<file path="config.mk">
export PLATFORM = sky130hd
export DESIGN_NAME = mem_stage_cache
export DESIGN_NICKNAME = d
export VERILOG_FILES = /design/src/rtl/mem_stage_cache.sv
export SDC_FILE = /design/constraint.sdc
export NUM_CORES = 1
export LEC_CHECK = 0
export CAP_MARGIN = 20
export CELL_PAD_IN_SITES_DETAIL_PLACEMENT = 1
export CELL_PAD_IN_SITES_GLOBAL_PLACEMENT = 1
export CORE_AREA = 5 5 285 287
export DETAILED_ROUTE_END_ITERATION = 10
export DIE_AREA = 0 0 290 292
export HOLD_SLACK_MARGIN = 0.03
export PLACE_DENSITY = 0.61
export SLEW_MARGIN = 0
export SYNTH_ARGS = -nofsm -noshare
export SYNTH_HDL_FRONTEND = slang
export SYNTH_SLANG_ARGS = --single-unit
</file>
<file path="constraint.sdc">
create_clock -name clk -period 26.6 [get_ports clk]
set_input_delay 5.32 -clock clk [delete_from_list [all_inputs] [get_ports clk]]
set_output_delay 5.32 -clock clk [all_outputs]
set_load 0.005 [all_outputs]
</file>
<file path="src/rtl/mem_stage_cache.sv">
// Direct-mapped, write-through, no-write-allocate data cache sitting in the MEM stage.
// Loads hit combinationally; misses and stores stall the pipeline while the backing memory is accessed.
module mem_stage_cache #(
    parameter int DATA_WIDTH = 32,
    parameter int SET_BITS   = 3
) (
    input  logic                  clk,
    input  logic                  rst,
    input  logic                  memreadm,
    input  logic                  memwritem,
    input  logic [2:0]            funct3m,
    input  logic [DATA_WIDTH-1:0] aluresultm,
    input  logic [DATA_WIDTH-1:0] writedatam,
    output logic [DATA_WIDTH-1:0] readdatam,
    output logic                  stallm,
    output logic                  mem_req,
    output logic                  mem_we,
    output logic [DATA_WIDTH-1:0] mem_addr,
    output logic [DATA_WIDTH-1:0] mem_wdata,
    output logic [3:0]            mem_wstrb,
    input  logic                  mem_ack,
    input  logic [DATA_WIDTH-1:0] mem_rdata,
    output logic [31:0]           hit_count,
    output logic [31:0]           miss_count
);
    localparam int SETS  = 1 << SET_BITS;
    localparam int TAG_W = DATA_WIDTH - SET_BITS - 2;
    localparam int LANES = DATA_WIDTH / 8;

    typedef enum logic [1:0] {IDLE, REFILL, WRITE} state_t;

    state_t                  state_q, state_d;
    logic [SETS-1:0]         valid_q, valid_d;
    logic [TAG_W-1:0]        tag_q  [SETS];
    logic [DATA_WIDTH-1:0]   data_q [SETS];
    logic [31:0]             hit_count_q, hit_count_d;
    logic [31:0]             miss_count_q, miss_count_d;

    logic [SET_BITS-1:0]     idx;
    logic [TAG_W-1:0]        tag_in;
    logic [1:0]              byte_off;
    logic                    hit;
    logic [DATA_WIDTH-1:0]   line;
    logic [DATA_WIDTH-1:0]   line_b, line_h, load_ext;
    logic [3:0]              st_strb;
    logic [DATA_WIDTH-1:0]   st_data, merged;
    logic                    line_we;
    logic [DATA_WIDTH-1:0]   line_wdata;

    assign idx      = aluresultm[SET_BITS+1:2];
    assign tag_in   = aluresultm[DATA_WIDTH-1:SET_BITS+2];
    assign byte_off = aluresultm[1:0];
    assign line     = data_q[idx];
    assign hit      = valid_q[idx] && (tag_q[idx] == tag_in);

    assign line_b = line >> {byte_off, 3'b000};
    assign line_h = line >> {aluresultm[1], 4'b0000};

    always_comb begin
        case (funct3m)
            3'b000:  load_ext = {{(DATA_WIDTH-8){line_b[7]}}, line_b[7:0]};
            3'b001:  load_ext = {{(DATA_WIDTH-16){line_h[15]}}, line_h[15:0]};
            3'b100:  load_ext = {{(DATA_WIDTH-8){1'b0}}, line_b[7:0]};
            3'b101:  load_ext = {{(DATA_WIDTH-16){1'b0}}, line_h[15:0]};
            default: load_ext = line;
        endcase
    end

    // Store data is moved onto its byte lanes so memory and the cache line see the same layout.
    always_comb begin
        case (funct3m[1:0])
            2'b00: begin
                st_strb = 4'b0001 << byte_off;
                st_data = {{(DATA_WIDTH-8){1'b0}}, writedatam[7:0]} << {byte_off, 3'b000};
            end
            2'b01: begin
                st_strb = 4'b0011 << {aluresultm[1], 1'b0};
                st_data = {{(DATA_WIDTH-16){1'b0}}, writedatam[15:0]} << {aluresultm[1], 4'b0000};
            end
            default: begin
                st_strb = 4'b1111;
                st_data = writedatam;
            end
        endcase
    end

    for (genvar gi = 0; gi < LANES; gi++) begin : g_merge
        assign merged[8*gi +: 8] = st_strb[gi % 4] ? st_data[8*gi +: 8] : line[8*gi +: 8];
    end

    always_ff @(posedge clk or posedge rst) begin
        if (rst) begin
            state_q      <= IDLE;
            valid_q      <= '0;
            hit_count_q  <= '0;
            miss_count_q <= '0;
        end else begin
            state_q      <= state_d;
            valid_q      <= valid_d;
            hit_count_q  <= hit_count_d;
            miss_count_q <= miss_count_d;
        end
    end

    // Tag and data need no reset; the rst gate keeps an aborted access from landing.
    always_ff @(posedge clk) begin
        if (line_we && !rst) begin
            data_q[idx] <= line_wdata;
            tag_q[idx]  <= tag_in;
        end
    end

    always_comb begin
        state_d = state_q;
        case (state_q)
            IDLE: begin
                if (memwritem)
                    state_d = WRITE;
                else if (memreadm && !hit)
                    state_d = REFILL;
            end
            REFILL:  if (mem_ack) state_d = IDLE;
            WRITE:   if (mem_ack) state_d = IDLE;
            default: state_d = IDLE;
        endcase
    end

    always_comb begin
        readdatam    = '0;
        stallm       = 1'b0;
        mem_req      = 1'b0;
        mem_we       = 1'b0;
        mem_addr     = '0;
        mem_wdata    = '0;
        mem_wstrb    = 4'b0000;
        line_we      = 1'b0;
        line_wdata   = mem_rdata;
        valid_d      = valid_q;
        hit_count_d  = hit_count_q;
        miss_count_d = miss_count_q;
        case (state_q)
            IDLE: begin
                if (memwritem) begin
                    stallm = 1'b1;
                end else if (memreadm) begin
                    if (hit) begin
                        readdatam   = load_ext;
                        hit_count_d = (hit_count_q == '1) ? hit_count_q : hit_count_q + 32'd1;
                    end else begin
                        stallm       = 1'b1;
                        miss_count_d = (miss_count_q == '1) ? miss_count_q : miss_count_q + 32'd1;
                    end
                end
            end
            REFILL: begin
                stallm   = 1'b1;
                mem_req  = 1'b1;
                mem_addr = {aluresultm[DATA_WIDTH-1:2], 2'b00};
                if (mem_ack) begin
                    line_we      = 1'b1;
                    valid_d[idx] = 1'b1;
                end
            end
            WRITE: begin
                stallm     = 1'b1;
                mem_req    = 1'b1;
                mem_we     = 1'b1;
                mem_addr   = {aluresultm[DATA_WIDTH-1:2], 2'b00};
                mem_wdata  = st_data;
                mem_wstrb  = st_strb;
                line_wdata = merged;
                line_we    = mem_ack && hit;
            end
            default: ;
        endcase
    end

    assign hit_count  = hit_count_q;
    assign miss_count = miss_count_q;
endmodule

</file>
==> flow_metrics.py, run 1 <==
metrics = {
    "worst_setup_path": {
        "cp.arrival_ps": 10330,
        "worstSetupStartpointType": "primary input",
        "cp-end-kind": "output port",
        "critPathKind": "in2out",
        "crit_fanout": 48,
        "critPathRequiredTime_ps": 21280,
    },
    "logic_synthesis": {
        "avgSynthCellArea_um2": 15.1,
        "seq_area_frac_synth_pct": 68.9,
        "synth_flop_cell": "edfxtp_1",
        "yosys_register_bits": 546,
        "netlist_instances": 1535,
        "synth_warnings": 0,
        "synth_edf_count": 472,
        "synthArstFlopShare_pct": 13.6,
        "ys_types": 67,
        "syn_area_um2": 23300,
    },
    "drt": {
        "firstDrtPassIters": 5,
        "wire_per_inst_um": 25.2,
        "antenna_left": 0,
        "wl_mm": 73.4,
        "drc": 0,
        "via_per_inst": 5.18,
        "via_count": 15100,
        "drtIter0Drc": 1167,
    },
    "pwr": {
        "power_density_nw_per_um2": 73.4,
        "power.total_uw": 2130,
        "leakagePower_uw": 0.00994,
        "ir_worst_vdd_mv": 0.0453,
    },
    "grt": {
        "antenna_found_initial": 3,
        "grt_use_total_pct": 16.7,
        "grt_pass1_wl_mm": 108,
        "grt_pass1_vias": 16000,
        "grt_overflow": 0,
        "grt_max_degree": 57,
    },
    "sta": {
        "rsz0062_at_grt": "false",
        "setup_viol": 0,
        "fmax_ghz": 0.0639,
        "skew_ps": 23.8,
        "worst_pin_slew_ps": 1040,
        "finalHoldViolations": 0,
        "whs_ps": 462,
        "tns_ps": 0,
        "relSlewSlack_pct": 30.1,
        "drv_slew": 0,
        "min_period_ps": 15650,
        "fin_crit_sh_pct": 58.8,
    },
    "cells_and_area": {
        "fin_cells": 2916,
        "final_common_cell": "edfxtp_1",
        "nNetsFinal": 1925,
        "fillers": 8158,
        "layout-drive-gt1-share_pct": 12.1,
        "area.growth.synth_to_final_pct": 24.9,
        "fin_util_pct": 37.1,
        "mostFrequentLayoutCells": "edfxtp_1, clkdlybuf4s50_1, a22oi_1",
    },
    "clock_tree": {
        "postCtsResizedCells": 0,
        "numCtsBuffers": 58,
        "insertion_delay_ps": 610,
        "clkTransAtPathRegs_ps": 60,
        "clock_path_buffers": 3,
        "clock-root-buffer": "clkbuf_16",
        "cts_tree": "done",
        "htree_levels": 2,
        "cts-hold-fix-buffers": 0,
        "postCtsSetupBuffers": 0,
        "clkSinkCount": 546,
    },
    "placement": {
        "dp_hpwl_mm": 47.1,
        "dp.cells": 2805,
        "gp_routability_congestion": 0.778,
        "port_buffers": 268,
    },
    "min_path": {
        "holdCritPathClass": "reg2reg",
    },
    "floorplan": {
        "die_area_um2": 84700,
        "dieHeight_um": 292,
        "core-area_um2": 78400,
        "num_io_pins": 271,
        "die_w_um": 290,
        "rows": 103,
        "start_util_pct": 29.7,
    },
    "outcome": {
        "outcome": "finished clean",
    },
    "flow_run": {
        "cap_violations": 0,
    },
}
-- metrics by stage --
stage	area [um^2]	setup WS, ps
final	29000	10950
after global routing	29000	10660
after CTS	29000	10870
after detailed placement	27200	10880
after global placement	27200	10940
after floorplan	23300	12700
-- per-layer routing --
| metal | up-vias | GRT usage [%] | wire length (um) |
|---|---|---|---|
| met3 | 103 | 3.28 | 4410 |
| li1 | 6596 | - | - |
| met5 | - | 0 | 0 |
| met1 | 7915 | 22.3 | 31700 |
| met4 | 0 | 4.50 | 1910 |
| met2 | 492 | 28.0 | 35400 |
-- cells in the mapped netlist (3+ instances only) --
cell type,n,share of area (%)
edfxtp_1,472,61
nor2_1,93,1.5
a22oi_1,90,2.9
nand2_1,80,1.3
dfrtp_1,74,8.0
mux2i_1,65,2.8
clkbuf_1,50,0.81
nand3_1,43,0.93
xor2_1,43,1.6
a21oi_1,42,0.90
xnor2_1,41,1.5
and2_1,38,1.0
o21ai_0,30,0.65
mux4_2,29,2.8
and3_1,26,0.70
mux2_2,26,1.3
a221oi_1,25,0.94
nor3_1,23,0.50
inv_1,19,0.31
nand4_1,19,0.51
a22o_1,18,0.68
buf_2,16,0.34
a31oi_1,14,0.38
a221o_1,12,0.52
mux4_1,12,1.4
o22ai_1,10,0.27
a222oi_1,9,0.39
nor3_2,9,0.39
and4_1,8,0.30
buf_1,8,0.13
buf_4,8,0.26
buf_6,8,0.39
nor2b_1,7,0.19
ha_1,6,0.32
nor4_1,6,0.16
o211ai_1,6,0.19
or2_2,4,0.11
a211oi_1,3,0.097
a31o_2,3,0.11
o221ai_1,3,0.11
o31ai_1,3,0.097
-- final cells by class --
class	instances	area, um^2	area share (%)
diodes	1	2.50	0.00862
clock buffers	70	1530	5.26
clock inverters	40	323	1.11
inverters	22	83.8	0.289
multi-input cells	877	6780	23.3
flip-flops and latches	546	16000	55.2
well taps	1050	1310	4.52
repair buffers	310	3000	10.3
-- path summary, 6_finish.rpt --
| path | startpoint | end | slack (ps) | depth (start not counted) |
|---|---|---|---|---|
| max | aluresultm[3] | readdatam[17] | 10950 | 13 |
| min | valid_q[1] | valid_q[1] | 460 | 2 |
| max reg2reg | tag_q[4][23] | data_q[7][8] | 21510 | 10 |
| min reg2reg | valid_q[1] | valid_q[1] | 460 | 2 |
| max in group asynchronous | rst | valid_q[0] | 20440 | 3 |
| min in group asynchronous | rst | hit_count[30] | 5100 | 2 |
-- cells by family after synthesis --
family / Yosys count / synth area share [%]
AND/OR/NAND/NOR: 373 / 8.36
other: 1 / 0.0161
buffers and inverters: 113 / 2.35
multiplexers: 132 / 8.22
adder cells (fa/ha/maj): 6 / 0.323
XOR/XNOR: 84 / 3.16
flip-flops: 546 / 68.9
AO/OA/AOI/OAI: 280 / 8.65
-- power by group --
group          internal (uW)  total [uW]  switching [uW]
Clock                    448         786             338
Sequential               990        1000            11.0
Combinational            139         344             205
-- worst max-delay path, cell delays in order --
cell             delay, ps
buf_2                  430
buf_4                  650
nand2_1                590
o22ai_1                320
a221oi_1                80
xor2_1                 170
or4_1                  640
nor2_1                 160
nand2_2                100
buf_4                  300
a221o_1                670
a21oi_1                270
clkdlybuf4s50_1        540
-- registers in the layout (all words and copies together) (netlist names) --
register and cells:
tag_q 216, hit_count 32, data_q 256, miss_count 32
valid_q 8, state_q 2
(Power assumes the default switching activity.)
==> run 2: changes to the inputs <==
clock period = 15.4 ns   (was 26.6 ns; I/O delays follow)
==> run 2 against run 1 <==
Compared with the run above: die area unchanged; clock skew up 18 ps; sequential share of layout area down 0.12 points; first-iteration DRC count down 0.51%; critical endpoint is now readdatam[31]; worst hold slack worse by 5.8 ps; clock power up 79%; register-to-register slack worse by 11000 ps; combinational power up 72%; critical path depth unchanged; core utilization up 0.080 points.
==> flow_metrics.py, run 2 (synthesis gave the netlist of run 1 again) <==
metrics = {
    "worst_setup_path": {
        "crit_fanout": 48,
        "cpMaxStageDelayCell": "a221o_1",
        "critPathMaxStageDelay_ps": 690,
        "worstSetupStartpointType": "primary input",
        "crit_start": "aluresultm[3]",
        "critPathRequiredTime_ps": 12320,
        "cp.arrival_ps": 8120,
        "r2r-start": "tag_q[2][23]",
        "critPathKind": "in2out",
        "crit_top_cell": "buf_4",
        "cp-end-kind": "output port",
        "path_cells": "buf_2 > buf_4 > nand2_1 > o22ai_1 > a221oi_1 > xor2_1 > or4_1 > nor2_1 > nand2_2 > buf_4 > a221o_1 > a21oi_1 > clkdlybuf4s50_1",
    },
    "floorplan": {
        "num_io_pins": 271,
        "core-area_um2": 78400,
        "start_util_pct": 29.7,
        "dieHeight_um": 292,
        "rows": 103,
        "die_w_um": 290,
        "die_area_um2": 84700,
    },
    "clock_tree": {
        "cts_tree": "done",
        "numCtsBuffers": 57,
        "clock-root-buffer": "clkbuf_16",
        "cts-hold-fix-buffers": 0,
        "insertion_delay_ps": 640,
        "htree_levels": 2,
        "postCtsResizedCells": 0,
        "clkTransAtPathRegs_ps": 60,
        "clock_path_buffers": 3,
        "clkSinkCount": 546,
        "postCtsSetupBuffers": 0,
    },
    "drt": {
        "drc": 0,
        "via_count": 15100,
        "via_per_inst": 5.18,
        "wire_per_inst_um": 25.1,
        "wl_mm": 73.2,
        "drtIter0Drc": 1161,
        "firstDrtPassIters": 6,
        "antenna_left": 0,
    },
    "grt": {
        "grt_pass1_vias": 16000,
        "antenna_found_initial": 3,
        "grt_pass1_wl_mm": 108,
        "grt_max_degree": 57,
        "grt_overflow": 0,
        "grt_use_total_pct": 16.7,
    },
    "cells_and_area": {
        "multi_input_area_um2": 6780,
        "final_common_cell": "edfxtp_1",
        "mostFrequentLayoutCells": "edfxtp_1, clkdlybuf4s50_1, a22oi_1",
        "area.growth.synth_to_final_pct": 25.2,
        "fillers": 8114,
        "layout-drive-gt1-share_pct": 12.1,
        "regArea_um2": 16000,
        "top_register": "data_q",
        "reg_top3": "data_q (256), tag_q (216)",
        "fin_cells": 2913,
        "largest_register_ffs": 256,
        "nNetsFinal": 1924,
    },
    "sta": {
        "relSlewSlack_pct": 24.2,
        "finalHoldViolations": 0,
        "worst_pin_slew_ps": 1120,
        "whs_ps": 456,
        "rsz0062_at_grt": "false",
        "worst_slack_ps": 4200,
        "min_period_ps": 11200,
        "skew_ps": 41.4,
        "fin_crit_sh_pct": 72.8,
        "drv_slew": 0,
        "fmax_ghz": 0.0893,
        "setup_viol": 0,
        "tns_ps": 0,
    },
    "pwr": {
        "ir_worst_vdd_mv": 0.0858,
        "leakagePower_uw": 0.00997,
        "power_density_nw_per_um2": 128,
        "power.total_uw": 3730,
    },
    "placement": {
        "dp_hpwl_mm": 47.2,
        "gp_routability_congestion": 0.762,
        "port_buffers": 268,
        "dp.cells": 2805,
        "pre_cts_ws_ps": 4220,
    },
    "outcome": {
        "outcome": "finished clean",
    },
    "flow_run": {
        "cap_violations": 0,
    },
    "min_path": {
        "holdCritPathClass": "reg2reg",
        "min_from": "valid_q[3]",
    },
}
run 2: final timing paths:
kind                             endpoint  slack (ps)  depth (start not counted)
setup / recovery            readdatam[31]        4200                         13
hold / removal                 valid_q[3]         460                          2
setup reg to reg            data_q[7][10]       10300                         10
hold reg to reg                valid_q[3]         460                          2
max in group asynchronous  miss_count[30]       11480                          3
min in group asynchronous   hit_count[28]        2870                          2
run 2: power breakdown:
part	switching (uW)	internal [uW]
combinational	353	240
sequential	19.4	1710
clock	586	821
total	958	2770
run 2: layout make-up:
| type | count | area share, % |
|---|---|---|
| flip-flops and latches | 546 | 55.1 |
| repair buffers | 310 | 10.3 |
| inverters | 22 | 0.288 |
| clock buffers | 68 | 5.08 |
| multi-input cells | 877 | 23.3 |
| diodes | 1 | 0.00860 |
| clock inverters | 39 | 1.50 |
| well taps | 1050 | 4.51 |
run 2: critical path: cells and delay by family:
family | cells | cell delay (ps)
compound gates | 4 | 1390
xor+xnor | 1 | 180
buf+inv | 4 | 1880
simple gates | 4 | 1500
run 2: routing by layer:
layer,part of all wire (%),wire length [um],track usage (%),vias up
li1,-,-,-,6587
met1,42,31000,21.8,7919
met2,49,36000,28.6,493
met3,6.2,4560,3.35,103
met4,2.3,1700,4.15,0
met5,0,0,0,-
run 2: metrics by stage:
| step | util, % | area [um^2] |
|---|---|---|
| after CTS | 37.1 | 29100 |
| after global placement | 34.7 | 27200 |
| after detailed placement | 34.7 | 27200 |
| final | 37.2 | 29100 |
| after global routing | 37.1 | 29100 |
| after floorplan | - | 23300 |
